[src/rtl/mem_dbus_access_pkg.sv]
// rtl/mem_dbus_access_pkg.sv - shared size codes, FSM states and helpers for the MEM-stage data-bus access
package mem_dbus_access_pkg;

    localparam logic [1:0]  SZ_BYTE  = 2'd0;
    localparam logic [1:0]  SZ_HALF  = 2'd1;
    localparam logic [1:0]  SZ_WORD  = 2'd2;
    localparam logic [31:0] ZeroWord = 32'h0000_0000;

    typedef enum logic [1:0] {
        ST_IDLE = 2'd0,
        ST_REQ  = 2'd1,
        ST_WAIT = 2'd2,
        ST_DONE = 2'd3
    } mem_state_e;

    function automatic logic is_misaligned(input logic [1:0] size, input logic [1:0] addr_lo);
        return ((size == SZ_HALF) && addr_lo[0]) || ((size == SZ_WORD) && (addr_lo != 2'b00));
    endfunction

endpackage

[src/rtl/mem_load_align.sv]
// rtl/mem_load_align.sv - selects the addressed byte/half lane of a raw bus word and extends it
module mem_load_align
    import mem_dbus_access_pkg::*;
(
    input  logic [31:0] i_word,
    input  logic [1:0]  i_lane,
    input  logic [1:0]  i_size,
    input  logic        i_sext,
    output logic [31:0] o_data
);

    logic [7:0]  w_byte;
    logic [15:0] w_half;

    always_comb begin
        case (i_lane)
            2'd0:    w_byte = i_word[7:0];
            2'd1:    w_byte = i_word[15:8];
            2'd2:    w_byte = i_word[23:16];
            default: w_byte = i_word[31:24];
        endcase
        w_half = i_lane[1] ? i_word[31:16] : i_word[15:0];
        case (i_size)
            SZ_BYTE: o_data = {{24{i_sext & w_byte[7]}}, w_byte};
            SZ_HALF: o_data = {{16{i_sext & w_half[15]}}, w_half};
            default: o_data = i_word;
        endcase
    end

endmodule

[src/rtl/mem_dbus_access.sv]
// rtl/mem_dbus_access.sv - MEM-stage data-bus request/addr_ok/data_ok controller with pipeline stall
module mem_dbus_access
    import mem_dbus_access_pkg::*;
#(
    parameter logic KSEG_MAP = 1'b1
) (
    input  logic        i_clk,
    input  logic        i_rst,
    input  logic        i_flush,
    input  logic        i_m_en,
    input  logic [3:0]  i_m_wen,
    input  logic [1:0]  i_m_size,
    input  logic        i_m_sext,
    input  logic [31:0] i_m_vaddr,
    input  logic [31:0] i_m_wdata,
    output logic        o_dbus_req,
    output logic        o_dbus_wr,
    output logic [1:0]  o_dbus_size,
    output logic [31:0] o_dbus_addr,
    output logic [3:0]  o_dbus_wstrb,
    output logic [31:0] o_dbus_wdata,
    input  logic        i_dbus_addr_ok,
    input  logic        i_dbus_data_ok,
    input  logic [31:0] i_dbus_rdata,
    output logic [31:0] o_rdata,
    output logic        o_rvalid,
    output logic        o_excp_adel,
    output logic        o_excp_ades,
    output logic        o_stallreq
);

    mem_state_e  r_state;
    logic        r_req, r_wr, r_sext, r_cancel, r_rvalid;
    logic [1:0]  r_size, r_lane;
    logic [3:0]  r_wstrb;
    logic [31:0] r_addr, r_wdata, r_rdata;

    logic        w_misalign, w_start, w_complete;
    logic [31:0] w_paddr, w_load_data;

    assign w_misalign  = is_misaligned(i_m_size, i_m_vaddr[1:0]);
    assign o_excp_adel = i_m_en & w_misalign & (i_m_wen == 4'b0000);
    assign o_excp_ades = i_m_en & w_misalign & (i_m_wen != 4'b0000);
    assign w_start     = (r_state == ST_IDLE) & i_m_en & ~w_misalign & ~i_flush;
    assign w_paddr     = (KSEG_MAP && (i_m_vaddr[31:30] == 2'b10)) ?
                         {3'b000, i_m_vaddr[28:0]} : i_m_vaddr;
    assign w_complete  = ((r_state == ST_REQ) & i_dbus_addr_ok & i_dbus_data_ok) |
                         ((r_state == ST_WAIT) & i_dbus_data_ok);

    mem_load_align u_align (
        .i_word (i_dbus_rdata),
        .i_lane (r_lane),
        .i_size (r_size),
        .i_sext (r_sext),
        .o_data (w_load_data)
    );

    always_ff @(posedge i_clk) begin
        if (i_rst) begin
            r_state  <= ST_IDLE;
            r_req    <= 1'b0;
            r_wr     <= 1'b0;
            r_sext   <= 1'b0;
            r_cancel <= 1'b0;
            r_rvalid <= 1'b0;
            r_size   <= SZ_BYTE;
            r_lane   <= 2'b00;
            r_wstrb  <= 4'b0000;
            r_addr   <= ZeroWord;
            r_wdata  <= ZeroWord;
            r_rdata  <= ZeroWord;
        end else begin
            r_rvalid <= 1'b0;
            case (r_state)
                ST_IDLE: begin
                    if (w_start) begin
                        r_state  <= ST_REQ;
                        r_req    <= 1'b1;
                        r_wr     <= (i_m_wen != 4'b0000);
                        r_sext   <= i_m_sext;
                        r_size   <= i_m_size;
                        r_lane   <= i_m_vaddr[1:0];
                        r_wstrb  <= i_m_wen;
                        r_addr   <= w_paddr;
                        r_wdata  <= i_m_wdata;
                        r_cancel <= 1'b0;
                    end
                end
                ST_REQ: begin
                    if (i_flush) r_cancel <= 1'b1;
                    if (i_dbus_addr_ok) begin
                        r_req   <= 1'b0;
                        r_state <= ST_WAIT;
                    end
                end
                ST_WAIT: begin
                    if (i_flush) r_cancel <= 1'b1;
                end
                default: r_state <= ST_IDLE;
            endcase
            // A flushed access still drains the bus but retires silently
            if (w_complete) begin
                if (r_cancel | i_flush) begin
                    r_state  <= ST_IDLE;
                    r_cancel <= 1'b0;
                end else begin
                    r_state  <= ST_DONE;
                    r_rvalid <= 1'b1;
                    r_rdata  <= r_wr ? ZeroWord : w_load_data;
                end
            end
        end
    end

    assign o_dbus_req   = r_req;
    assign o_dbus_wr    = r_wr;
    assign o_dbus_size  = r_size;
    assign o_dbus_addr  = r_addr;
    assign o_dbus_wstrb = r_wstrb;
    assign o_dbus_wdata = r_wdata;
    assign o_rdata      = r_rdata;
    assign o_rvalid     = r_rvalid;
    assign o_stallreq   = w_start | (r_state == ST_REQ) | (r_state == ST_WAIT);

endmodule

[config.mk]
export PLATFORM = sky130hd
export DESIGN_NAME = mem_dbus_access
export DESIGN_NICKNAME = d
export VERILOG_FILES = /design/src/rtl/mem_dbus_access_pkg.sv /design/src/rtl/mem_load_align.sv /design/src/rtl/mem_dbus_access.sv
export SDC_FILE = /design/constraint.sdc
export NUM_CORES = 1
export LEC_CHECK = 0
export ABC_AREA = 1
export BUFFER_PORTS_ARGS = -buffer_cell sky130_fd_sc_hd__buf_2
export CORE_UTILIZATION = 43
export CTS_CLUSTER_DIAMETER = 60
export CTS_CLUSTER_SIZE = 24
export DETAILED_ROUTE_END_ITERATION = 16
export GPL_ROUTABILITY_DRIVEN = 0
export PLACE_DENSITY = 0.77
export SLEW_MARGIN = 10
export SYNTH_ARGS = -nofsm -noshare
export SYNTH_HDL_FRONTEND = slang
export SYNTH_HIERARCHICAL = 1
export SYNTH_SLANG_ARGS = --single-unit
export TNS_END_PERCENT = 20
[constraint.sdc]
create_clock -name i_clk -period 1.64 [get_ports i_clk]
set_clock_uncertainty 0.1 [all_clocks]
set_input_delay 0.164 -clock i_clk [delete_from_list [all_inputs] [get_ports i_clk]]
set_output_delay 0.164 -clock i_clk [all_outputs]
set_load 0.02 [all_outputs]
# Yosys cells after proc, flatten, opt, wreduce, memory -nomap -nowiden
# Cells that the tools add are included.
dict set report classes {
  n_addsub 0
  mul 0
  div_mod_pow 0
  magnitude_cmp 0
  eq_ne 13
  shifts 0
  n_mux 19
  bitwise_logic 19
  reduce_logical 16
}
# cell n
set ops {}
lappend ops {{2-to-1 mux 32 bit} 2}
lappend ops {{one-hot mux 32 bit (2 select lines)} 1}
lappend ops {{one-hot mux 8 bit (3 select lines)} 1}
lappend ops {{2-to-1 mux 16 bit} 1}
lappend ops {{bitwise AND 1 bit} 11}
lappend ops {{== test 2 x 1 -> 1 bit (second input constant)} 4}
lappend ops {{== test 2 bit (second input constant)} 4}
lappend ops {{2-to-1 mux 2 bit} 4}
lappend ops {{2-to-1 mux 1 bit} 7}
lappend ops {{logical NOT 2 bit} 3}
lappend ops {{!= test 2 bit (second input constant)} 3}
lappend ops {{!= test 3 bit (second input constant)} 2}
lappend ops {{one-hot mux 2 bit (3 select lines)} 1}
lappend ops {{AND reduction 3 bit} 2}
lappend ops {{logical NOT 4 bit} 1}
lappend ops {{NOT 1 bit} 4}
lappend ops {{OR 1 bit} 4}
lappend ops {{one-hot mux 1 bit (2 select lines)} 2}
lappend ops {{AND reduction 2 bit} 2}
lappend ops {{nonzero test 2 bit} 2}
lappend ops {{nonzero test 4 bit} 1}
lappend ops {{OR reduction 2 bit} 2}
lappend ops {{logical AND 1 bit} 2}
lappend ops {{logical OR 1 bit} 1}
dict set report totals {
  regBits 111
  latch_bits 0
  mem_bits_rw 0
  mem_bits_ro 0
  input_bits 109
  wordCells 79
  n_memories 0
}

# Depth between registers and ports, before layout
dict set report depth {
  word_depth 10
  ltp_mapped 11
  depth_no_buf 10
}

# Hierarchy
# Netlist, hierarchy kept.
# module instances cells_per_inst area_per_inst_um2 seq_area_each_um2
set modules_own_cells {}
lappend modules_own_cells {mem_dbus_access 1 522 4129.0 2182.1}
lappend modules_own_cells {mem_load_align 1 156 733.2 0.0}

# Worst setup path after synthesis
# No wires, ideal clock.
dict set report synth_timing {
  path_type {register to output}
  startpoint {register r_state[0]}
  endpoint {output port o_stallreq}
  arrival_ns 1.324
  t_required_ns 1.376
  slack_ns 0.052
  stages_incl_launch_ff 9
  path_buffers 2
  cell_sequence {dfxtp_1 inv_1 ha_1 nand2_1 nor2_2 nand3_2 buf_6 buf_2 nand3_1}
}
dict set report synth_between {
  elab_chain_cells 6
}
# element line_no
set synth_lines {}
lappend synth_lines {{start: declaration} mem_dbus_access.sv:32} ;# mem_state_e r_state;
lappend synth_lines {{start signal: assignment} mem_dbus_access.sv:60} ;# r_state <= ST_IDLE;
lappend synth_lines {{start signal: assignment} mem_dbus_access.sv:77} ;# r_state <= ST_REQ;
lappend synth_lines {{start signal: assignment} mem_dbus_access.sv:93} ;# r_state <= ST_WAIT;
lappend synth_lines {{logical NOT 2 bit} mem_dbus_access.sv:44} ;# assign w_start = (r_state == ST_IDLE) & i_m_en & ~w_misalign & ~i_flush;
lappend synth_lines {{bitwise AND 1 bit (3 in a row)} mem_dbus_access.sv:44}
lappend synth_lines {{OR 1 bit} mem_dbus_access.sv:123} ;# assign o_stallreq = w_start | (r_state == ST_REQ) | (r_state == ST_WAIT);
lappend synth_lines {{OR 1 bit *} mem_dbus_access.sv:123}
lappend synth_lines {{end: declaration} mem_dbus_access.sv:29} ;# output logic o_stallreq
# Every way passes the cells marked *; elsewhere a longest branch is shown, timed or not.

# Worst setup path in the final report
# Ends and elaborated chain as after synthesis.

==> report_table.html <==
<table>
<tr><th>Metric</th><th>Value</th></tr>
<tr><th colspan="2">Run status</th></tr>
<tr><td>Run status</td><td>complete, but fails checks</td></tr>
<tr><td>Violations in the final reports</td><td>setup timing</td></tr>
<tr><th colspan="2">Logic synthesis</th></tr>
<tr><td>Biggest area contributors in the synthesized netlist</td><td>dfxtp_1 45%, nand2_1 21%, a21oi_1 8.5%, nand3_1 6.4%, buf_6 3.5%</td></tr>
<tr><td>Area of the mapped netlist</td><td>4862 µm²</td></tr>
<tr><td>Net count after synthesis</td><td>793</td></tr>
<tr><td>Async set-or-reset flop fraction in the synthesized netlist</td><td>0</td></tr>
<tr><td>Fraction of post-synthesis cell area in the top cell type by area</td><td>0.4488</td></tr>
<tr><td>Count of flip-flops with a built-in enable after synthesis</td><td>0</td></tr>
<tr><td>Commonest register cell after synthesis</td><td>dfxtp_1</td></tr>
<tr><td>Synth cell types</td><td>27</td></tr>
<tr><td>Yosys warnings</td><td>6</td></tr>
<tr><td>Number of register bits inferred by synthesis</td><td>109</td></tr>
<tr><td>Post-synthesis instance total</td><td>678</td></tr>
<tr><td>Yosys top cell by area</td><td>dfxtp_1</td></tr>
<tr><td>Sequential cell area fraction in the yosys report</td><td>0.4488</td></tr>
<tr><td>Most used standard cell by instance count after synthesis</td><td>nand2_1</td></tr>
<tr><td>Most frequent cells after synthesis</td><td>269 x nand2_1, 109 x dfxtp_1, 83 x a21oi_1</td></tr>
<tr><td>Avg Inst Size Synth</td><td>7.171 µm²</td></tr>
<tr><th colspan="2">Route</th></tr>
<tr><td>Initial DRT Pass Iterations</td><td>5</td></tr>
<tr><td>DRT iter0 DRCs</td><td>381</td></tr>
<tr><td>Vias per inst</td><td>5.171</td></tr>
<tr><td>Number of remaining DRC errors</td><td>0</td></tr>
<tr><td>Drt wl/cell</td><td>15.34 µm</td></tr>
<tr><td>Number of vias after detailed routing</td><td>5719</td></tr>
<tr><td>Remaining antenna violation count after routing</td><td>0</td></tr>
<tr><td>Total Wirelength</td><td>16960 µm</td></tr>
<tr><th colspan="2">Clocking</th></tr>
<tr><td>Later-pin clock latency in the skew report</td><td>0.35 ns</td></tr>
<tr><td>Clock Tree Root</td><td>clkbuf_16</td></tr>
<tr><td>Clock tree sinks</td><td>109</td></tr>
<tr><td>Clock buffer count from CTS</td><td>9</td></tr>
<tr><td>Maximum number of buffers from clock root to sink</td><td>2</td></tr>
<tr><td>Clock tree from TritonCTS</td><td>done</td></tr>
<tr><td>Reg clk slew, reported paths</td><td>0.07 ns</td></tr>
<tr><td>Count of H-tree levels built during CTS</td><td>3</td></tr>
<tr><th colspan="2">Worst setup path</th></tr>
<tr><td>Maximum fanout along the worst path</td><td>4</td></tr>
<tr><td>Critical Path End Type</td><td>output pin</td></tr>
<tr><td>CP required</td><td>1.38 ns</td></tr>
<tr><td>Cells on worst reg2reg path</td><td>10</td></tr>
<tr><td>Worst EP arrival</td><td>1.45 ns</td></tr>
<tr><td>Startpoint type of the worst setup path</td><td>register</td></tr>
<tr><td>Worst Setup Path Type</td><td>reg -&gt; out</td></tr>
<tr><td>Cells along the critical path</td><td>inv_4 -&gt; ha_4 -&gt; nand2_4 -&gt; nor2_4 -&gt; nand3_4 -&gt; buf_12 -&gt; nand3_4 -&gt; buf_6</td></tr>
<tr><td>CP most frequent cell</td><td>nand3_4</td></tr>
<tr><td>Critical Path Slowest Stage Cell</td><td>dfxtp_2</td></tr>
<tr><td>Max stage delay on crit path</td><td>0.34 ns</td></tr>
<tr><th colspan="2">Floorplanning</th></tr>
<tr><td>DIE AREA</td><td>11740 µm²</td></tr>
<tr><td>Die outline height</td><td>108.3 µm</td></tr>
<tr><td>Std-Cell Rows</td><td>38</td></tr>
<tr><td>Placeable core region</td><td>10940 µm²</td></tr>
<tr><td>Horizontal extent of the die</td><td>108.3 µm</td></tr>
<tr><td>I/O pin total</td><td>217</td></tr>
<tr><td>Starting density of the core</td><td>0.4446</td></tr>
<tr><th colspan="2">Global routing</th></tr>
<tr><td>GR Overflow Total</td><td>0</td></tr>
<tr><td>Overall track demand over capacity in global routing</td><td>0.2778</td></tr>
<tr><td>Via count of the first global-routing pass</td><td>5388</td></tr>
<tr><td>Largest net degree at the start of global routing</td><td>53</td></tr>
<tr><td>Global-route wire length before repair</td><td>25560 µm</td></tr>
<tr><td>Initial antenna violation count</td><td>0</td></tr>
<tr><th colspan="2">Pwr</th></tr>
<tr><td>Leakage power total</td><td>0.003521 µW</td></tr>
<tr><td>Sum of internal, switching and leakage power</td><td>7692 µW</td></tr>
<tr><td>Worst IR Drop VDD</td><td>705.0 µV</td></tr>
<tr><td>Power per Cell Area</td><td>1045 nW/µm²</td></tr>
<tr><th colspan="2">STA</th></tr>
<tr><td>Total of endpoints with negative setup slack in the final report</td><td>11</td></tr>
<tr><td>Max-slew violation count</td><td>0</td></tr>
<tr><td>Transition time at the pin with the least slew margin</td><td>0.5685 ns</td></tr>
<tr><td>Final critical-path share of the clock period</td><td>1.046</td></tr>
<tr><td>RSZ-0062 raised after global routing</td><td>true</td></tr>
<tr><td>Final hold violation count</td><td>0</td></tr>
<tr><td>Worst setup slack after layout</td><td>-0.07475 ns</td></tr>
<tr><td>Relative slew margins</td><td>0.6210</td></tr>
<tr><td>Fmax</td><td>583.2 MHz</td></tr>
<tr><td>Period minus WS final</td><td>1.715 ns</td></tr>
<tr><th colspan="2">Finish</th></tr>
<tr><td>Sequential cell area</td><td>2186 µm²</td></tr>
<tr><td>Number of filler instances in the final layout</td><td>884</td></tr>
<tr><td>Area growth syn-to-layout</td><td>51.36%</td></tr>
<tr><td>Share of cells above drive strength 1</td><td>0.3126</td></tr>
<tr><td>Number of antenna repair diodes</td><td>0</td></tr>
<tr><td>Area taken by multi-input logic gates</td><td>2337 µm²</td></tr>
<tr><td>Total Nets Final</td><td>1076</td></tr>
<tr><th colspan="2">Placed design</th></tr>
<tr><td>Detail Placement HPWL</td><td>9560 µm</td></tr>
<tr><td># port buffers</td><td>216</td></tr>
<tr><td>DP Worst Slack</td><td>-0.06012 ns</td></tr>
<tr><th colspan="2">Min path</th></tr>
<tr><td>Worst min path class</td><td>in -&gt; reg</td></tr>
<tr><td>Number of cells on the worst hold path</td><td>3</td></tr>
<tr><th colspan="2">Flow run</th></tr>
<tr><td>Number of maximum-capacitance violations</td><td>0</td></tr>
</table>
[cells in the final DEF (no fill, tap or decap), types with 2 or more instances in the layout]
master	instances
dfxtp_1	106
clkbuf_16	11
buf_4	23
inv_2	6
nand3_4	2
a21oi_1	76
nand2_2	2
nor3_2	2
o21ai_0	5
a21oi_2	7
o21ai_1	32
ha_1	4
inv_1	23
nand2_4	2
dlygate4sd3_1	70
buf_12	6
buf_16	3
buf_2	213
o211ai_1	8
nand3_2	5
inv_6	2
nand2_1	267
nor2_1	9
nand3_1	60
clkbuf_8	2
dfxtp_2	3
[registers in the layout (all words and copies together) (netlist names), 2 cells and up]
register	cells
o_dbus_size	2
r_state	2
o_dbus_addr	31
o_dbus_wdata	32
o_rdata	32
o_dbus_wstrb	4
[worst max-delay path: cells and delay by family, from the launching register on]
| family | cells | cell delay, ns |
|---|---|---|
| buffers and inverters | 3 | 0.33 |
| flip-flops | 1 | 0.34 |
| adder cells (fa/ha/maj) | 1 | 0.15 |
| AND/OR/NAND/NOR | 4 | 0.28 |
[path summary, 6_finish.rpt]
| check | start | to | slack, ns |
|---|---|---|---|
| worst min-delay path | i_m_wen[3] | o_dbus_wstrb[3] | 0.03 |
| worst max-delay path | r_state[0] | o_stallreq | -0.07 |
| worst max register to register | r_state[0] | o_dbus_addr[29] | -0.05 |
| worst min register to register | o_dbus_addr[24] | o_dbus_addr[24] | 0.36 |
[where the power goes]
part | internal (µW) | switching (µW) | total (µW)
combinational | 1050 | 1450 | 2500
clock | 1130 | 1040 | 2170
sequential | 2870 | 146 | 3020
[logic make-up after synthesis]
family          Yosys count  synth area share
buf+inv                  78           0.08981
flops                   109            0.4488
fa+ha+maj                 6           0.01544
simple gates            355            0.3052
compound gates          130            0.1408
[layer usage]
layer / wire length, µm / GRT usage / vias to the layer above / part of all wire
met5: 0 / 0 / - / 0
met4: 607 / 0.1429 / 0 / 0.036
met3: 1417 / 0.06088 / 62 / 0.084
met2: 8425 / 0.4836 / 322 / 0.50
met1: 6512 / 0.3187 / 2583 / 0.38
li1: - / - / 2752 / -
[per-stage QoR]
| stage | cell area (µm²) | instances | util | setup TNS [ns] | hold WS (ns) |
|---|---|---|---|---|---|
| 2_1_floorplan | 4862 | 678 | - | 0 | 0.2067 |
| 3_3_place_gp | 6051 | 1009 | 0.5533 | -0.01011 | 0.3140 |
| 3_5_place_dp | 6051 | 1009 | 0.5533 | -0.7580 | 0.3180 |
| 4_1_cts | 7243 | 1103 | 0.6624 | -1.872 | 0.0003966 |
| 5_1_grt | 7360 | 1106 | 0.6730 | -4.098 | 0.004781 |
| 6_report | 7360 | 1106 | 0.6730 | -0.2899 | 0.02656 |
[final cells by class]
type	instances	area share
Multi-Input combinational cell	491	0.3176
Clock buffer	11	0.03434
Inverter	31	0.01785
Timing Repair Buffer	319	0.3038
Tap cell	140	0.02380
Clock inverter	5	0.005610
Sequential cell	109	0.2970
[timing repair]
| item | 4_1_cts | 5_1_grt |
|---|---|---|
| hold buffers | 70 | 0 |
| pin swaps | 4 | 3 |
| cloned | 3 | 2 |
| resized for setup | 19 | 44 |
| hold endpoints to repair | 70 | 0 |
| setup endpoints to repair | 75 | 111 |
| buffers inserted | 5 | 1 |
Note: power is estimated with default switching activity, not from simulation.
